**config.mk**
```make
export PLATFORM = sky130hd
export DESIGN_NAME = load_store_unit
export DESIGN_NICKNAME = d
export VERILOG_FILES = /design/src/rtl/load_store_unit.sv
export SDC_FILE = /design/constraint.sdc
export NUM_CORES = 1
export LEC_CHECK = 0
export CAP_MARGIN = 20
export CORE_MARGIN = 2
export CORE_UTILIZATION = 28
export CTS_CLUSTER_SIZE = 28
export DETAILED_ROUTE_END_ITERATION = 10
export SLEW_MARGIN = 40
export SYNTH_ARGS = -nofsm -noshare
export SYNTH_HDL_FRONTEND = slang
export SYNTH_SLANG_ARGS = --single-unit
export TNS_END_PERCENT = 100
```
**constraint.sdc**
```tcl
create_clock -name clk -period 3 [get_ports clk]
set_input_delay 0.45 -clock clk [delete_from_list [all_inputs] [get_ports clk]]
set_output_delay 0.45 -clock clk [all_outputs]
set_load 0.05 [all_outputs]
```
**src/rtl/load_store_unit.sv**
```systemverilog
// RV32I load/store unit: one access at a time over a single-port word memory; error 1, load/SW 2, SB/SH 3 cycles to resp.
// Backpressure: req_ready is high only in IDLE; requests presented while busy are left untouched until accepted.
module load_store_unit #(
  parameter int MEM_AW = 16
) (
  input  logic              clk,
  input  logic              rst_n,
  input  logic              req_valid,
  output logic              req_ready,
  input  logic              req_we,
  input  logic [2:0]        req_funct3,
  input  logic [31:0]       req_addr,
  input  logic [31:0]       req_wdata,
  output logic              resp_valid,
  output logic [31:0]       resp_rdata,
  output logic              resp_err,
  output logic              mem_ren,
  output logic [MEM_AW-1:0] mem_raddr,
  input  logic [31:0]       mem_rdata,
  output logic              mem_wen,
  output logic [MEM_AW-1:0] mem_waddr,
  output logic [31:0]       mem_wdata
);

  typedef enum logic [2:0] {IDLE, LOAD, WRITE, RMW_RD, RMW_WR, DONE} state_t;

  state_t              state_q, state_d;
  logic [2:0]          funct3_q, funct3_d;
  logic [1:0]          boff_q, boff_d;
  logic [MEM_AW-1:0]   widx_q, widx_d;
  logic [31:0]         wdata_q, wdata_d;
  logic [31:0]         rdata_q, rdata_d;
  logic [31:0]         merge_q, merge_d;
  logic                err_q, err_d;

  logic                acc_err;
  logic [7:0]          lane_b;
  logic [15:0]         lane_h;
  logic [31:0]         load_val;
  logic [31:0]         merged;
  logic                unused_addr_bits;

  // Address bits above the memory window are deliberately dropped.
  assign unused_addr_bits = ^req_addr[31:MEM_AW+2];

  always_comb begin
    acc_err = 1'b0;
    if (req_we) begin
      case (req_funct3)
        3'b000:  acc_err = 1'b0;
        3'b001:  acc_err = req_addr[0];
        3'b010:  acc_err = |req_addr[1:0];
        default: acc_err = 1'b1;
      endcase
    end else begin
      case (req_funct3)
        3'b000, 3'b100: acc_err = 1'b0;
        3'b001, 3'b101: acc_err = req_addr[0];
        3'b010:         acc_err = |req_addr[1:0];
        default:        acc_err = 1'b1;
      endcase
    end
  end

  always_comb begin
    lane_b = mem_rdata[{boff_q, 3'b000} +: 8];
    lane_h = boff_q[1] ? mem_rdata[31:16] : mem_rdata[15:0];
    case (funct3_q)
      3'b000:  load_val = {{24{lane_b[7]}}, lane_b};
      3'b001:  load_val = {{16{lane_h[15]}}, lane_h};
      3'b100:  load_val = {24'b0, lane_b};
      3'b101:  load_val = {16'b0, lane_h};
      default: load_val = mem_rdata;
    endcase
    merged = mem_rdata;
    if (!funct3_q[0]) begin
      merged[{boff_q, 3'b000} +: 8] = wdata_q[7:0];
    end else if (boff_q[1]) begin
      merged[31:16] = wdata_q[15:0];
    end else begin
      merged[15:0] = wdata_q[15:0];
    end
  end

  always_comb begin
    state_d    = state_q;
    funct3_d   = funct3_q;
    boff_d     = boff_q;
    widx_d     = widx_q;
    wdata_d    = wdata_q;
    rdata_d    = rdata_q;
    merge_d    = merge_q;
    err_d      = err_q;
    req_ready  = 1'b0;
    resp_valid = 1'b0;
    resp_err   = 1'b0;
    mem_ren    = 1'b0;
    mem_wen    = 1'b0;
    mem_wdata  = 32'b0;
    case (state_q)
      IDLE: begin
        req_ready = 1'b1;
        if (req_valid) begin
          funct3_d = req_funct3;
          boff_d   = req_addr[1:0];
          widx_d   = req_addr[MEM_AW+1:2];
          wdata_d  = req_wdata;
          err_d    = acc_err;
          if (acc_err) begin
            // Errors report zero data, and that zero becomes the held value.
            rdata_d = 32'b0;
            state_d = DONE;
          end else if (!req_we) begin
            state_d = LOAD;
          end else if (req_funct3 == 3'b010) begin
            state_d = WRITE;
          end else begin
            state_d = RMW_RD;
          end
        end
      end
      LOAD: begin
        mem_ren = 1'b1;
        rdata_d = load_val;
        state_d = DONE;
      end
      WRITE: begin
        mem_wen   = 1'b1;
        mem_wdata = wdata_q;
        state_d   = DONE;
      end
      RMW_RD: begin
        mem_ren = 1'b1;
        merge_d = merged;
        state_d = RMW_WR;
      end
      RMW_WR: begin
        mem_wen   = 1'b1;
        mem_wdata = merge_q;
        state_d   = DONE;
      end
      DONE: begin
        resp_valid = 1'b1;
        resp_err   = err_q;
        state_d    = IDLE;
      end
      default: state_d = IDLE;
    endcase
  end

  always_ff @(posedge clk or negedge rst_n) begin
    if (!rst_n) begin
      state_q  <= IDLE;
      funct3_q <= 3'b0;
      boff_q   <= 2'b0;
      widx_q   <= '0;
      wdata_q  <= 32'b0;
      rdata_q  <= 32'b0;
      merge_q  <= 32'b0;
      err_q    <= 1'b0;
    end else begin
      state_q  <= state_d;
      funct3_q <= funct3_d;
      boff_q   <= boff_d;
      widx_q   <= widx_d;
      wdata_q  <= wdata_d;
      rdata_q  <= rdata_d;
      merge_q  <= merge_d;
      err_q    <= err_d;
    end
  end

  assign resp_rdata = rdata_q;
  assign mem_raddr  = widx_q;
  assign mem_waddr  = widx_q;

endmodule

```
==> impl_metrics.py <==
metrics = {
    "clock_tree": {
        "post_cts_buffers": 0,
        "tritoncts": "done",
        "root_buffer": "clkbuf_16",
        "cts_sinks": 121,
        "clk_latency_ns": 0.42,
        "cts_buffer_depth": 2,
        "h-tree-depth": 4,
        "numCtsBuffers": 17,
        "path_clk_slew_ns": 0.05,
    },
    "layout": {
        "diodes": 0,
        "drive_gt1_frac": 0.118,
        "final_cells": 1102,
        "nets": 917,
        "nFillCells": 2186,
        "syn_to_final_growth_pct": 44.5,
    },
    "yosys": {
        "synth_edf_count": 0,
        "synth_common_cells": "nand2_1 (186), dfrtp_1 (121), a22o_1 (51)",
        "ys_seq_elements": 121,
        "syn-num-nets": 751,
        "yosysUniqueCellTypes": 49,
        "async_flop_share": 1.00,
        "seq_area_frac_synth": 0.488,
        "yosys.area.top_type_share": 0.488,
        "synth_top_area_cell": "dfrtp_1",
        "syn_inst": 643,
        "synth.avg_cell_area_um2": 9.65,
        "ys_top_cells_by_area": "dfrtp_1 (49%), nand2_1 (11%), a22o_1 (7.2%)",
        "syn_area_um2": 6210,
        "yosysWarnings": 0,
        "synth_ff_type": "dfrtp_1",
        "synth_most_common_cell": "nand2_1",
    },
    "setup_path": {
        "r2r_end": "merge_q[6]",
        "crit_chain": "nor3_2, clkdlybuf4s50_1",
        "endpoint": "req_ready",
        "rr_worst_depth": 6,
        "cpMaxStageDelayCell": "clkdlybuf4s50_1",
        "crit_family": "buffers and inverters",
        "reg2reg_slack_ns": 0.55,
        "cp_max_fo": 10,
        "crit_start": "state_q[0]",
        "path_class": "reg -> out",
        "crit_cells": 2,
        "path_buf_inv": 1,
        "cpPeakStageDelay_ns": 0.88,
        "start_kind": "flip-flop",
        "end_kind": "primary output",
        "cp.arrival_ns": 2.18,
        "cp.required_ns": 2.55,
        "reg2reg_from": "boff_q[0]",
    },
    "pwr": {
        "ir_drop_mv": 0.612,
        "power_leakage_nw": 4.29,
        "total_power_mw": 11.1,
        "powerDensity_nw_per_um2": 1240,
    },
    "timing": {
        "tns_ns": 0,
        "maxSlewViolCount": 0,
        "worstMarginPinSlew_ns": 0.655,
        "hold_viol": 11,
        "rsz0062_at_grt": "no",
        "hold_slack_ns": -0.00747,
        "fin_worst_skew_ns": 0.0124,
        "fin_crit_sh": 0.875,
        "slew_headroom": 0.563,
        "setup_viol": 0,
        "clock.fmax_ghz": 0.381,
        "period_minus_slack_ns": 2.63,
    },
    "job": {
        "cap_violations": 0,
    },
    "global_route": {
        "overflow": 0,
        "track_usage": 0.184,
        "grt_max_degree": 65,
        "grt_pass1_vias": 5561,
        "antenna_found_initial": 0,
        "grt_pass1_wl_mm": 33.2,
    },
    "status": {
        "violations": "hold timing",
        "status": "finished, violations left",
    },
    "die": {
        "initial_core_util": 0.285,
        "coreArea_um2": 21800,
        "rows": 54,
        "die_h_um": 153,
        "io_pins": 204,
        "fp.dieW_um": 153,
        "dieArea_um2": 23400,
    },
    "place": {
        "placed_cells": 1070,
        "dp_hpwl_mm": 15.1,
        "numPortBuffers": 189,
        "routabilityCongestion": 0.874,
    },
    "route": {
        "wire_per_inst_um": 19.6,
        "initialDrtViolationCount": 349,
        "routed_wl_mm": 21.6,
        "ant_nets": 0,
        "vias": 5642,
        "dr.pass1.iters": 5,
        "routed_via_density": 5.12,
        "drc_errors": 0,
    },
    "hold_path": {
        "hp-class": "in -> async",
    },
}
[cell type report]
cell class | instances | area, µm² | share of cell area
sequential | 121 | 3030 | 0.338
timing repair buffer | 210 | 2110 | 0.235
tap | 280 | 350 | 0.0391
inverter | 7 | 26.3 | 0.00293
clock inverter | 12 | 149 | 0.0166
multi-input combinational | 452 | 2850 | 0.318
clock buffer | 20 | 457 | 0.0509
[how the worst min path moves through the flow]
stage,start,to,slack (ns),depth (start not counted)
finish,rst_n,wdata_q[19],-0.007,1
global route,rst_n,wdata_q[19],0.003,1
CTS,rst_n,wdata_q[19],0.002,1
detailed placement,rst_n,wdata_q[27],0.44,1
global placement,rst_n,wdata_q[19],0.43,1
floorplan,rst_n,boff_q[0],0.15,0
[flip-flops by register name, indices dropped and copies added (netlist names)]
register / count
boff_q: 2
err_q: 1
funct3_q: 3
mem_raddr: 16
merge_q: 32
resp_rdata: 32
state_q: 3
wdata_q: 32
[repair_timing]
action                                  CTS  global route
resized for setup                         0            19
endpoints found under the setup margin    0            19
hold buffers                              0             0
[logic make-up after synthesis]
group,Yosys count,share of synthesized area
multiplexers,29,0.0500
buffers and inverters,70,0.0569
AND/OR/NAND/NOR,224,0.153
adder cells (fa/ha/maj),6,0.0117
AO/OA/AOI/OAI,193,0.240
flip-flops,121,0.488
[per-stage QoR]
stage          area, µm²  utilization  worst slack, ns  hold slack (ns)
2_1_floorplan       6210            -            0.837            0.154
6_report            8970        0.412            0.374         -0.00747
3_5_place_dp        8310        0.382            0.448            0.444
5_1_grt             8970        0.412            0.259          0.00292
4_1_cts             8920        0.410         0.000707          0.00200
3_3_place_gp        8300        0.381            0.371            0.431
[placed cells by master (no fill, tap or decap), types with 5 or more instances in the layout]
cell type / Yosys / routed
nand2_1: 186 / 185
clkdlybuf4s50_1: 0 / 155
dfrtp_1: 121 / 121
a22o_1: 51 / 51
o21ai_0: 36 / 36
buf_4: 18 / 32
a21oi_1: 29 / 29
a221o_1: 27 / 27
mux2i_1: 19 / 19
dlymetal6s2s_1: 0 / 19
clkbuf_16: 0 / 17
a22oi_1: 14 / 14
nor2_1: 10 / 10
o221ai_1: 8 / 8
o21a_1: 8 / 8
mux2_2: 8 / 8
a221o_2: 6 / 6
nand3_1: 5 / 5
inv_1: 5 / 5
o21ai_1: 5 / 5
ha_1: 5 / 5
[routing by layer]
metal	global-route usage	vias to the layer above	share of wire	routed length, µm
li1	-	2628	-	-
met1	0.262	2751	0.46	9990
met2	0.275	238	0.45	9670
met3	0.0519	25	0.069	1490
met4	0.0520	0	0.019	411
met5	0	-	0	0
[power by group]
| group | internal, mW | switching, mW |
|---|---|---|
| registers | 2.34 | 0.679 |
| logic | 2.16 | 3.84 |
| clock network | 1.34 | 0.773 |
| total | 5.85 | 5.29 |
(Power assumes the default switching activity.)
